### config.mk
export PLATFORM = sky130hd
export DESIGN_NAME = mem_port_arbiter
export DESIGN_NICKNAME = d
export VERILOG_FILES = /design/src/rtl/mem_arb_pkg.sv /design/src/rtl/mem_port_arbiter_chk.sv /design/src/rtl/rr_arbiter2.sv /design/src/rtl/mem_port_arbiter.sv
export SDC_FILE = /design/constraint.sdc
export NUM_CORES = 1
export LEC_CHECK = 0
export ABC_CLOCK_PERIOD_IN_PS = 2300
export CAP_MARGIN = 10
export CORE_AREA = 5 5 114 116
export CTS_CLUSTER_DIAMETER = 50
export DETAILED_ROUTE_END_ITERATION = 10
export DIE_AREA = 0 0 119 121
export GPL_ROUTABILITY_DRIVEN = 0
export PLACE_DENSITY_LB_ADDON = 0.1
export SYNTH_ARGS = -nofsm -noshare
export SYNTH_HDL_FRONTEND = slang
export SYNTH_SLANG_ARGS = --single-unit
### constraint.sdc
create_clock -name clk -period 2.3 [get_ports clk]
set_input_delay 0.575 -clock clk [delete_from_list [all_inputs] [get_ports clk]]
set_output_delay 0.575 -clock clk [all_outputs]
set_load 0.02 [all_outputs]
### src/rtl/mem_arb_pkg.sv
// Shared types for the two-requester memory port arbiter.
// Requester ids double as indices into the {m1, m0} request/grant vectors.
package mem_arb_pkg;

  typedef enum logic {
    IDLE    = 1'b0,
    RD_WAIT = 1'b1
  } arb_state_t;

  typedef enum logic {
    REQ_M0 = 1'b0,
    REQ_M1 = 1'b1
  } req_id_t;

endpackage

### src/rtl/mem_port_arbiter_chk.sv
// Protocol properties of the memory port arbiter, bound in by the top.
// Checked only while out of reset.
module mem_port_arbiter_chk (
  input logic clk,
  input logic rst,
  input logic m0_gnt,
  input logic m1_gnt,
  input logic m0_rvalid,
  input logic m1_rvalid,
  input logic mem_we,
  input logic idle
);

  a_gnt_onehot0: assert property (@(posedge clk) disable iff (rst)
    $onehot0({m1_gnt, m0_gnt}));

  a_rvalid_onehot0: assert property (@(posedge clk) disable iff (rst)
    $onehot0({m1_rvalid, m0_rvalid}));

  a_we_needs_gnt: assert property (@(posedge clk) disable iff (rst)
    mem_we |-> (m0_gnt || m1_gnt));

  a_gnt_only_idle: assert property (@(posedge clk) disable iff (rst)
    (m0_gnt || m1_gnt) |-> idle);

endmodule

### src/rtl/rr_arbiter2.sv
// Two-way round-robin picker: one-hot grant, ties go to the requester
// that did not win last time. Purely combinational.
module rr_arbiter2
  import mem_arb_pkg::*;
(
  input  logic [1:0] req,
  input  req_id_t    last_gnt,
  input  logic       enable,
  output logic [1:0] gnt
);

  // Select the winner among active requests when enabled.
  always_comb begin
    gnt = 2'b00;
    if (enable) begin
      case (req)
        2'b01:   gnt = 2'b01;
        2'b10:   gnt = 2'b10;
        2'b11:   gnt = (last_gnt == REQ_M0) ? 2'b10 : 2'b01;
        default: gnt = 2'b00;
      endcase
    end else begin
      gnt = 2'b00;
    end
  end

endmodule

### src/rtl/mem_port_arbiter.sv
// Shares one synchronous RAM port between the core (M0) and the debug loader (M1),
// one access at a time, and returns read data with a single-cycle valid pulse.
module mem_port_arbiter
  import mem_arb_pkg::*;
#(
  parameter int ADDR_W   = 32,
  parameter int DATA_W   = 32,
  parameter int READ_LAT = 1
) (
  input  logic              clk,
  input  logic              rst,
  input  logic              m0_req,
  input  logic              m0_we,
  input  logic [ADDR_W-1:0] m0_addr,
  input  logic [DATA_W-1:0] m0_wdata,
  output logic              m0_gnt,
  output logic              m0_rvalid,
  output logic [DATA_W-1:0] m0_rdata,
  input  logic              m1_req,
  input  logic              m1_we,
  input  logic [ADDR_W-1:0] m1_addr,
  input  logic [DATA_W-1:0] m1_wdata,
  output logic              m1_gnt,
  output logic              m1_rvalid,
  output logic [DATA_W-1:0] m1_rdata,
  output logic [ADDR_W-1:0] mem_addr,
  output logic              mem_we,
  output logic [DATA_W-1:0] mem_wdata,
  input  logic [DATA_W-1:0] mem_rdata
);

  localparam int                CNT_W    = $clog2(READ_LAT + 1);
  localparam logic [CNT_W-1:0] CNT_ONE  = CNT_W'(1);
  localparam logic [CNT_W-1:0] CNT_LAST = CNT_W'(READ_LAT);

  arb_state_t       state_q, state_d;
  logic [CNT_W-1:0] cnt_q, cnt_d;
  req_id_t          last_gnt_q, last_gnt_d;
  req_id_t          rd_owner_q, rd_owner_d;
  logic [1:0]       gnt_s;
  logic             idle_s;
  req_id_t          win_s;

  // Grants are suppressed while reset is held so nothing reaches the RAM.
  assign idle_s = (state_q == IDLE) && !rst;

  rr_arbiter2 u_rr (
    .req      ({m1_req, m0_req}),
    .last_gnt (last_gnt_q),
    .enable   (idle_s),
    .gnt      (gnt_s)
  );

  assign m0_gnt   = gnt_s[0];
  assign m1_gnt   = gnt_s[1];
  assign m0_rdata = mem_rdata;
  assign m1_rdata = mem_rdata;

  // Next-state, latency counting and the RAM-side mux.
  always_comb begin
    state_d    = state_q;
    cnt_d      = cnt_q;
    last_gnt_d = last_gnt_q;
    rd_owner_d = rd_owner_q;
    win_s      = gnt_s[1] ? REQ_M1 : REQ_M0;
    mem_addr   = '0;
    mem_we     = 1'b0;
    mem_wdata  = '0;
    m0_rvalid  = 1'b0;
    m1_rvalid  = 1'b0;
    case (state_q)
      IDLE: begin
        if (gnt_s != 2'b00) begin
          if (win_s == REQ_M1) begin
            mem_addr  = m1_addr;
            mem_we    = m1_we;
            mem_wdata = m1_wdata;
          end else begin
            mem_addr  = m0_addr;
            mem_we    = m0_we;
            mem_wdata = m0_wdata;
          end
          last_gnt_d = win_s;
          // Writes complete in the grant cycle; only reads occupy the port.
          if (!mem_we) begin
            state_d    = RD_WAIT;
            cnt_d      = CNT_ONE;
            rd_owner_d = win_s;
          end else begin
            state_d = IDLE;
          end
        end else begin
          state_d = IDLE;
        end
      end
      RD_WAIT: begin
        if (cnt_q == CNT_LAST) begin
          if (!rst) begin
            m0_rvalid = (rd_owner_q == REQ_M0);
            m1_rvalid = (rd_owner_q == REQ_M1);
          end else begin
            m0_rvalid = 1'b0;
            m1_rvalid = 1'b0;
          end
          state_d = IDLE;
        end else begin
          cnt_d = cnt_q + CNT_ONE;
        end
      end
      default: begin
        state_d = IDLE;
      end
    endcase
  end

  // State register; reset leaves M0 as the first tie winner.
  always_ff @(posedge clk) begin
    if (rst) begin
      state_q    <= IDLE;
      cnt_q      <= '0;
      last_gnt_q <= REQ_M1;
      rd_owner_q <= REQ_M0;
    end else begin
      state_q    <= state_d;
      cnt_q      <= cnt_d;
      last_gnt_q <= last_gnt_d;
      rd_owner_q <= rd_owner_d;
    end
  end

  mem_port_arbiter_chk u_chk (
    .clk       (clk),
    .rst       (rst),
    .m0_gnt    (m0_gnt),
    .m1_gnt    (m1_gnt),
    .m0_rvalid (m0_rvalid),
    .m1_rvalid (m1_rvalid),
    .mem_we    (mem_we),
    .idle      (state_q == IDLE)
  );

endmodule

==> flow_summary.rst, run 1 <==
.. list-table::
   :header-rows: 1

   * - Metric
     - Value
   * - Maximum fanout along the worst path
     - 8
   * - Cell at the slowest stage of the critical path
     - sky130_fd_sc_hd__a211o_4
   * - Remaining global-route overflow
     - 0
   * - Maximum buffer depth of the clock tree
     - 2
   * - Worst max-slew margin expressed relative to the limit
     - about four fifths
   * - Top-level I/O count
     - 299
   * - Share of async-settable or async-resettable flops after synthesis
     - 0%
   * - Outcome
     - complete, but fails checks
   * - All-Layer GR Usage
     - 13.9%
   * - Hold endpoint
     - state_q
   * - Library cell with the largest summed area after synthesis
     - sky130_fd_sc_hd__buf_4
   * - Top cells by area in the synthesized netlist
     - sky130_fd_sc_hd__buf_4, sky130_fd_sc_hd__a21oi_1, sky130_fd_sc_hd__nand3_1, sky130_fd_sc_hd__o21ai_0, sky130_fd_sc_hd__dfxtp_1
   * - Static Leak
     - 1.60 nW
   * - Max stage delay on crit path
     - 0.36 ns
   * - Number of distinct standard cells referenced by the synthesized netlist
     - 23
   * - Antenna violations before repair
     - 0
   * - Clk slew on worst S/H paths
     - 0.03 ns
   * - Cell area after technology mapping
     - 1870 um2
   * - Final-report setup violation count
     - 1
   * - Largest net degree at the start of global routing
     - 38
   * - Clock latency on the worst-skew pair
     - roughly 0.22 ns
   * - Yosys warnings
     - 0
   * - CP Cell Sequence
     - buf_8 > a211o_4 > buf_12 > buf_12 > o21ai_4 > a21oi_2 > buf_4
   * - Number of buffers added by the clock tree synthesis step
     - 3
   * - Power density of the placed cells
     - 342 nW/um2
   * - Nets in the synthesized netlist
     - 488
   * - Effective utilization at floorplan
     - between 10% and 20%
   * - Start point of the worst hold path
     - cnt_q
   * - Worst endpoint required time
     - roughly 1.7 ns
   * - First-pass iteration count of the detailed router
     - 6
   * - Vias
     - 2860
   * - Crit path max-delay family
     - buffers and inverters
   * - Area share of the largest cell type after synthesis
     - 26.4%
   * - Failing checks
     - setup timing
   * - Die Wd
     - 119 um
   * - Ranking of synthesized cells by instance count
     - sky130_fd_sc_hd__a21oi_1, sky130_fd_sc_hd__buf_4, sky130_fd_sc_hd__nand3_1
   * - Vertical die dimension
     - 121 um
   * - Post-synthesis register bit count
     - 4
   * - Placeable core region
     - 11800 um2
   * - Drc violations
     - 0
   * - # clock sinks
     - 4
   * - Flip-flop cell with the highest count after synthesis
     - sky130_fd_sc_hd__dfxtp_1
   * - Area after DPL
     - about 3700 um2
   * - Sequential element share of the synthesized area
     - 4.27%
   * - Slew at the pin with the worst max-slew slack
     - 0.287 ns
   * - Type of the worst min-delay path
     - reg -> reg
   * - Final instance area
     - roughly 4300 um2
   * - Layout cell share with drive strength beyond 1
     - 40.8%
   * - Number of cell rows
     - 40
   * - Unrepaired setup endpoints after global routing
     - yes
   * - Final Util
     - 36.0%
   * - Final Max Tran Viols
     - 0
   * - Clock tree from TritonCTS
     - done
   * - Worst hold margin
     - approximately 0.5 ns
   * - Highest attainable clock frequency
     - 0.433 GHz
   * - Count of flip-flops with a built-in enable after synthesis
     - 0
   * - Avg WL per Cell
     - roughly 19 um
   * - Area added between synthesis and finish
     - 127%
   * - Register-to-Register Path Depth
     - 7
   * - Ant. Diodes
     - 0
   * - Vias in the first global route
     - about 3000
   * - Critical Path Start Type
     - input port
   * - Final HPWL from detailed placement
     - 8.03 mm
   * - Final-layout fill cell count
     - 1305
   * - Peak supply drop
     - 0.161 mV
   * - Buffers on Ports
     - 202
   * - Critical Setup Path Class
     - in -> out
   * - Count of max-cap constraint violations
     - 0
   * - Arr. time, crit path
     - 1.73 ns
   * - Number of standard cells after synthesis
     - 322
   * - First-pass GRT wire length
     - 16.5 mm
   * - Endpoint type of the worst setup path
     - output port
   * - Detail Route Antenna Nets
     - 0
   * - Worst Path Buf+Inv
     - 4
   * - Root buffer cell
     - sky130_fd_sc_hd__clkbuf_16
   * - Number of H-tree branching levels
     - 1
   * - Worst reg2reg path startpoint
     - last_gnt_q
   * - R2R Setup Slk
     - 0.83 ns
   * - DIE AREA
     - 14400 um2
   * - Post-Route WL
     - between 10 and 15 mm
   * - CTS hold repair buffers
     - 0
   * - DRC marker count from the first detailed-route iteration
     - 71
   * - Mean instance size in the synthesized netlist
     - 5.82 um2
   * - Hold violation total from the final report
     - 0
   * - Most common cell on crit path
     - sky130_fd_sc_hd__buf_12
   * - Post-layout nets
     - 631
   * - Fin crit period
     - 2.31 ns
   * - Post-DR vias/cell
     - 4.69
   * - Clock tree skew after final layout
     - 0.00137 ns
   * - Worst hold stages
     - 1
   * - End of the worst register-to-register path
     - rd_owner_q
   * - Worst setup slack after layout
     - -0.00811 ns
   * - Final cycle utilization of the critical path
     - 100%
==> metal layers <==
metal | vias to the layer above | part of all wire, % | GRT usage, %
met3 | 30 | 8.1 | 4.48
li1 | 1375 | - | -
met1 | 1321 | 37 | 15.1
met5 | - | 0 | 0
met4 | 0 | 1.6 | 3.33
met2 | 134 | 53 | 25.9
==> metrics by stage <==
stage,power [W],TNS (ns),cells,setup slack (ns)
after floorplan,0.000627,0,322,0.144
after global placement,0.00102,-60.52,597,-0.993
after detailed placement,0.00102,-61.27,597,-0.999
after CTS,0.00131,-0.209,607,-0.0348
after global routing,0.00154,-0.495,610,-0.0401
final,0.00146,-0.00811,610,-0.00811
==> power breakdown <==
group	switching, W	internal, W
registers	0.0000125	0.0000789
clock network	0.0000435	0.000222
logic	0.000528	0.000573
total	0.000584	0.000874
==> logic make-up (layout without fill, tap and decap cells) <==
logic type | Yosys count | in the layout | synth area share (%)
AOI/OAI and AO/OA | 139 | 139 | 38.8
buffers and inverters | 103 | 244 | 36.4
DFF | 4 | 4 | 4.27
and+or+nand+nor | 76 | 76 | 20.5
==> sequential cells by signal, indices dropped and copies added (netlist names) <==
| signal | count |
|---|---|
| rd_owner_q | 1 |
| state_q | 1 |
| last_gnt_q | 1 |
| cnt_q | 1 |
==> cell type report <==
| type | count | area, um2 | area share (%) |
|---|---|---|---|
| timing repair buffer | 237 | 2430 | 57.0 |
| multi-input combinational | 215 | 1480 | 34.7 |
| tap | 147 | 184 | 4.32 |
| sequential | 4 | 81.3 | 1.91 |
| clock buffer | 3 | 75.1 | 1.76 |
| inverter | 4 | 15.0 | 0.353 |
==> worst max-delay path by stage <==
stage	startpoint	endpoint	slack, ns	depth (start not counted)
finish	m0_req	mem_addr[12]	-0.008	7
global route	m0_req	mem_wdata[16]	-0.04	7
CTS	rst	mem_wdata[24]	-0.03	7
detailed placement	rst	mem_addr[19]	-1.0	6
global placement	rst	mem_addr[19]	-0.99	6
floorplan	m0_req	mem_wdata[21]	0.14	5
==> placed cells by master, fill, tap and decap left out, types with 5 or more instances in the layout <==
master	n
sky130_fd_sc_hd__nand3_2	7
sky130_fd_sc_hd__buf_6	26
sky130_fd_sc_hd__a21oi_1	30
sky130_fd_sc_hd__o21ai_1	21
sky130_fd_sc_hd__clkdlybuf4s50_1	130
sky130_fd_sc_hd__buf_2	5
sky130_fd_sc_hd__nand3_1	58
sky130_fd_sc_hd__a21oi_2	36
sky130_fd_sc_hd__buf_12	10
sky130_fd_sc_hd__o21ai_2	26
sky130_fd_sc_hd__o21ai_4	7
sky130_fd_sc_hd__clkbuf_16	5
sky130_fd_sc_hd__o21ai_0	12
sky130_fd_sc_hd__buf_4	57
==> repair_timing <==
item	CTS	global route
gates cloned	3	3
endpoints found under the setup margin	69	64
setup buffers	4	0
pin swaps	4	14
resized for setup	359	138
Note: power is estimated with default switching activity, not from simulation.
==> run 2, diff against run 1 <==
ABC_AREA = 1   (was unset)
ABC_CLOCK_PERIOD_IN_PS = 2900   (was 2300)
CORE_AREA = 5 5 112 114   (was 5 5 114 116)
DIE_AREA = 0 0 117 119   (was 0 0 119 121)
SLEW_MARGIN = 25   (was unset)
clock period = 2.9 ns   (was 2.3 ns; I/O delays follow)
==> flow_summary.rst, run 2 <==
.. list-table::
   :header-rows: 1

   * - Metric
     - Value
   * - Outcome
     - complete, no violations
   * - Switching fraction of total power
     - 39.1% (-0.94 points)
   * - Arr. time, crit path
     - 2.14 ns (+0.41 ns)
   * - Number of H-tree branching levels
     - 1 (unchanged)
   * - Share of async-settable or async-resettable flops after synthesis
     - 0% (unchanged)
   * - Remaining global-route overflow
     - 0 (unchanged)
   * - Proportion of power drawn by combinational gates
     - 70.4% (-5.1 points)
   * - Detail Route Antenna Nets
     - 0 (unchanged)
   * - Post-DR vias/cell
     - 4.03 (-14%)
   * - # clock sinks
     - 4 (unchanged)
   * - Final Max Tran Viols
     - 0 (unchanged)
   * - Yosys warnings
     - 0 (unchanged)
   * - Critical Path Start Type
     - input port
   * - Clk slew on worst S/H paths
     - 0.03 ns (about the same)
   * - Critical Setup Path Class
     - in -> out
   * - Maximum fanout along the worst path
     - 10 (+2)
   * - Maximum buffer depth of the clock tree
     - 2 (unchanged)
   * - Type of the worst min-delay path
     - reg -> reg
   * - Count of max-cap constraint violations
     - 0 (unchanged)
   * - Library cell with the largest summed area after synthesis
     - sky130_fd_sc_hd__buf_4
   * - Highest attainable clock frequency
     - 0.349 GHz
   * - Ant. Diodes
     - 0 (unchanged)
   * - Internal power
     - 0.000587 W (-33%)
   * - Post-layout nets
     - 617 (-2.2%)
   * - Clock Power Share
     - 22.5% (+4.3 points)
   * - Number of cell rows
     - 39 (-2.5%)
   * - Most used cells in the layout excluding fill and tap cells
     - sky130_fd_sc_hd__nand2_1, sky130_fd_sc_hd__clkdlybuf4s50_1, sky130_fd_sc_hd__a21oi_1
   * - Buffers on Ports
     - 202 (unchanged)
   * - Sum of negative setup slack
     - 0 ns (+0.00811 ns)
   * - Area share of the largest cell type after synthesis
     - 32.8% (+6.4 points)
   * - Top-level I/O count
     - 299 (unchanged)
   * - First-pass GRT wire length
     - 13.1 mm (-21%)
   * - DIE AREA
     - 13900 um2 (-3.3%)
   * - First-pass iteration count of the detailed router
     - 4 (-2)
   * - Sequential element share of the synthesized area
     - 4.93% (+0.65 points)
   * - Net load switching power
     - 0.000377 W (-35%)
   * - Fin crit period
     - 2.86 ns
   * - Slew at the pin with the worst max-slew slack
     - 0.231 ns (-0.0563 ns)
   * - Final HPWL from detailed placement
     - 6.94 mm (-14%)
   * - Number of distinct standard cells referenced by the synthesized netlist
     - 17 (-26%)
   * - Count of flip-flops with a built-in enable after synthesis
     - 0 (unchanged)
   * - Flip-flop cell with the highest count after synthesis
     - sky130_fd_sc_hd__dfxtp_1
   * - Power density of the placed cells
     - 284 nW/um2 (-17%)
   * - Number of standard cells after synthesis
     - 308 (-4.3%)
   * - Die Wd
     - 117 um (-1.7%)
   * - Static Leak
     - 1.55 nW (-2.6%)
   * - Vias
     - 2386 (-17%)
   * - Worst endpoint required time
     - 2.17 ns (+0.44 ns)
   * - Post-Route WL
     - 9.24 mm (-20%)
   * - Peak supply drop
     - 0.194 mV (+21%)
   * - Ranking of synthesized cells by instance count
     - sky130_fd_sc_hd__nand2_1, sky130_fd_sc_hd__buf_4, sky130_fd_sc_hd__a21oi_1
   * - Nets in the synthesized netlist
     - 474 (-2.9%)
   * - Root buffer cell
     - sky130_fd_sc_hd__clkbuf_16
   * - Drc violations
     - 0 (unchanged)
   * - Post-synthesis register bit count
     - 4 (unchanged)
   * - Final-layout fill cell count
     - 1287 (-1.4%)
   * - DRC marker count from the first detailed-route iteration
     - 60 (-15%)
   * - Avg WL per Cell
     - 15.6 um (-17%)
   * - Mean instance size in the synthesized netlist
     - 5.28 um2 (-9.3%)
   * - Clock tree from TritonCTS
     - done
   * - All-Layer GR Usage
     - 11.8% (-2.1 points)
   * - Area added between synthesis and finish
     - 109%
   * - Final-report setup violation count
     - 0 (-1)
   * - Number of buffers added by the clock tree synthesis step
     - 3 (unchanged)
   * - Unrepaired setup endpoints after global routing
     - yes
   * - Layout cell share with drive strength beyond 1
     - 22.5% (-18 points)
   * - Placeable core region
     - 11300 um2 (-4.2%)
   * - Final cycle utilization of the critical path
     - 98.7%
   * - Proportion of power drawn by flip-flops and latches
     - 7.1% (+0.8 points)
   * - Clock latency on the worst-skew pair
     - 0.23 ns (about the same)
   * - Cell area after technology mapping
     - 1630 um2 (-13%)
   * - Max stage delay on crit path
     - 0.43 ns (+0.07 ns)
   * - Effective utilization at floorplan
     - 14.4% (-1.5 points)
   * - Clock tree skew after final layout
     - 0.00313 ns (+0.00176 ns)
   * - Most common cell after layout, fill and taps aside
     - sky130_fd_sc_hd__nand2_1
   * - CP Cell Sequence
     - clkdlybuf4s50_1 > nand2_2 > nand3_4 > inv_4 > buf_6 > buf_12 > nand2_1 > a21oi_1 > buf_4
   * - Endpoint type of the worst setup path
     - output port
   * - Top cells by area in the synthesized netlist
     - sky130_fd_sc_hd__buf_4, sky130_fd_sc_hd__nand2_1, sky130_fd_sc_hd__a21oi_1, sky130_fd_sc_hd__dfxtp_1, sky130_fd_sc_hd__buf_2
   * - Largest net degree at the start of global routing
     - 34 (-11%)
   * - Cell at the slowest stage of the critical path
     - sky130_fd_sc_hd__clkdlybuf4s50_1
   * - Most frequent cell after synthesis
     - sky130_fd_sc_hd__nand2_1
   * - Antenna violations before repair
     - 1 (+1)
   * - Vias in the first global route
     - 2430 (-20%)
   * - Worst hold margin
     - 0.469 ns (-0.0422 ns)
   * - Vertical die dimension
     - 119 um (-1.7%)
   * - Hold violation total from the final report
     - 0 (unchanged)
   * - Worst max-slew margin expressed relative to the limit
     - 84.6% (+3.7 points)
[run 2: cell types whose count changed in the layout (fill, tap and decap cells not counted), sizes merged, moves of 2 or more]
cell           change
a211o              -2
a21oi              +2
and3               -3
buf               -16
clkdlybuf4s50      +3
nand2            +134
nand2b             -3
nand3             -62
o21ai             -65
o221ai             -2
[run 2: worst paths after layout]
path | startpoint | to | slack [ns] | depth (start not counted)
worst max-delay path | m0_req | mem_addr[29] | 0.04 | 9
worst min-delay path | cnt_q | state_q | 0.47 | 1
worst max register to register | state_q | rd_owner_q | 1.48 | 9
worst min register to register | cnt_q | state_q | 0.47 | 1
[run 2: cells by family after synthesis]
| kind of cell | after synthesis | share of synthesized area (%) |
|---|---|---|
| and+or+nand+nor | 144 | 34.6 |
| buffers and inverters | 90 | 38.8 |
| AOI/OAI and AO/OA | 70 | 21.7 |
| DFF | 4 | 4.93 |
[run 2: final cells by class]
type	count	area (um2)	share of cell area (%)
inverter	5	21.3	0.625
sequential	4	80.1	2.35
multi-input combinational	214	951	28.0
clock buffer	3	75.1	2.21
tap	143	179	5.26
timing repair buffer	223	2100	61.6
[run 2: timing repair]
item | CTS | global route
setup endpoints to repair | 69 | 42
cloned | 2 | 1
resized for setup | 273 | 41
hold buffers | 0 | 0
buffers inserted | 1 | 0
pin swaps | 0 | 1
[run 2: metrics by stage]
stage | area [um2] | utilization [%] | instances | total power, W | setup slack, ns
2_1_floorplan | 1630 | - | 308 | 0.000483 | 0.488
3_3_place_gp | 3430 | 30.3 | 585 | 0.000782 | -0.479
3_5_place_dp | 3430 | 30.3 | 585 | 0.000780 | -0.500
4_1_cts | 3270 | 28.9 | 591 | 0.000945 | -0.00452
5_1_grt | 3400 | 30.1 | 592 | 0.00103 | -0.0451
6_report | 3400 | 30.1 | 592 | 0.000965 | 0.0378
[run 2: layer usage]
layer / share of wire (%) / wire length (um) / track usage (%) / up-vias
met3: 13 / 1180 / 4.21 / 34
li1: - / - / - / 1195
met5: 0.14 / 13 / 0 / -
met4: 2.8 / 257 / 4.01 / 2
met2: 52 / 4820 / 22.4 / 127
met1: 32 / 2970 / 11.5 / 1028
[run 2: power groups by stage]
stage	combinational, W	clock (W)	sequential [W]
4_1_cts	0.000656	0.000220	0.0000688
3_5_place_dp	0.000711	0	0.0000690
5_1_grt	0.000733	0.000225	0.0000700
2_1_floorplan	0.000415	0	0.0000677
3_3_place_gp	0.000713	0	0.0000693
6_report	0.000679	0.000217	0.0000687
[run 2: critical path, delay by kind of cell]
| kind | cells | cell delay (ns) |
|---|---|---|
| buffers and inverters | 5 | 0.99 |
| AND/OR/NAND/NOR | 3 | 0.25 |
| AO/OA/AOI/OAI | 1 | 0.16 |
==> run 3, diff against run 2 <==
CTS_CLUSTER_SIZE = 14   (was unset)
==> results of run 3 <==
No change in the layout: final DEF, timing and power equal those of run 2.
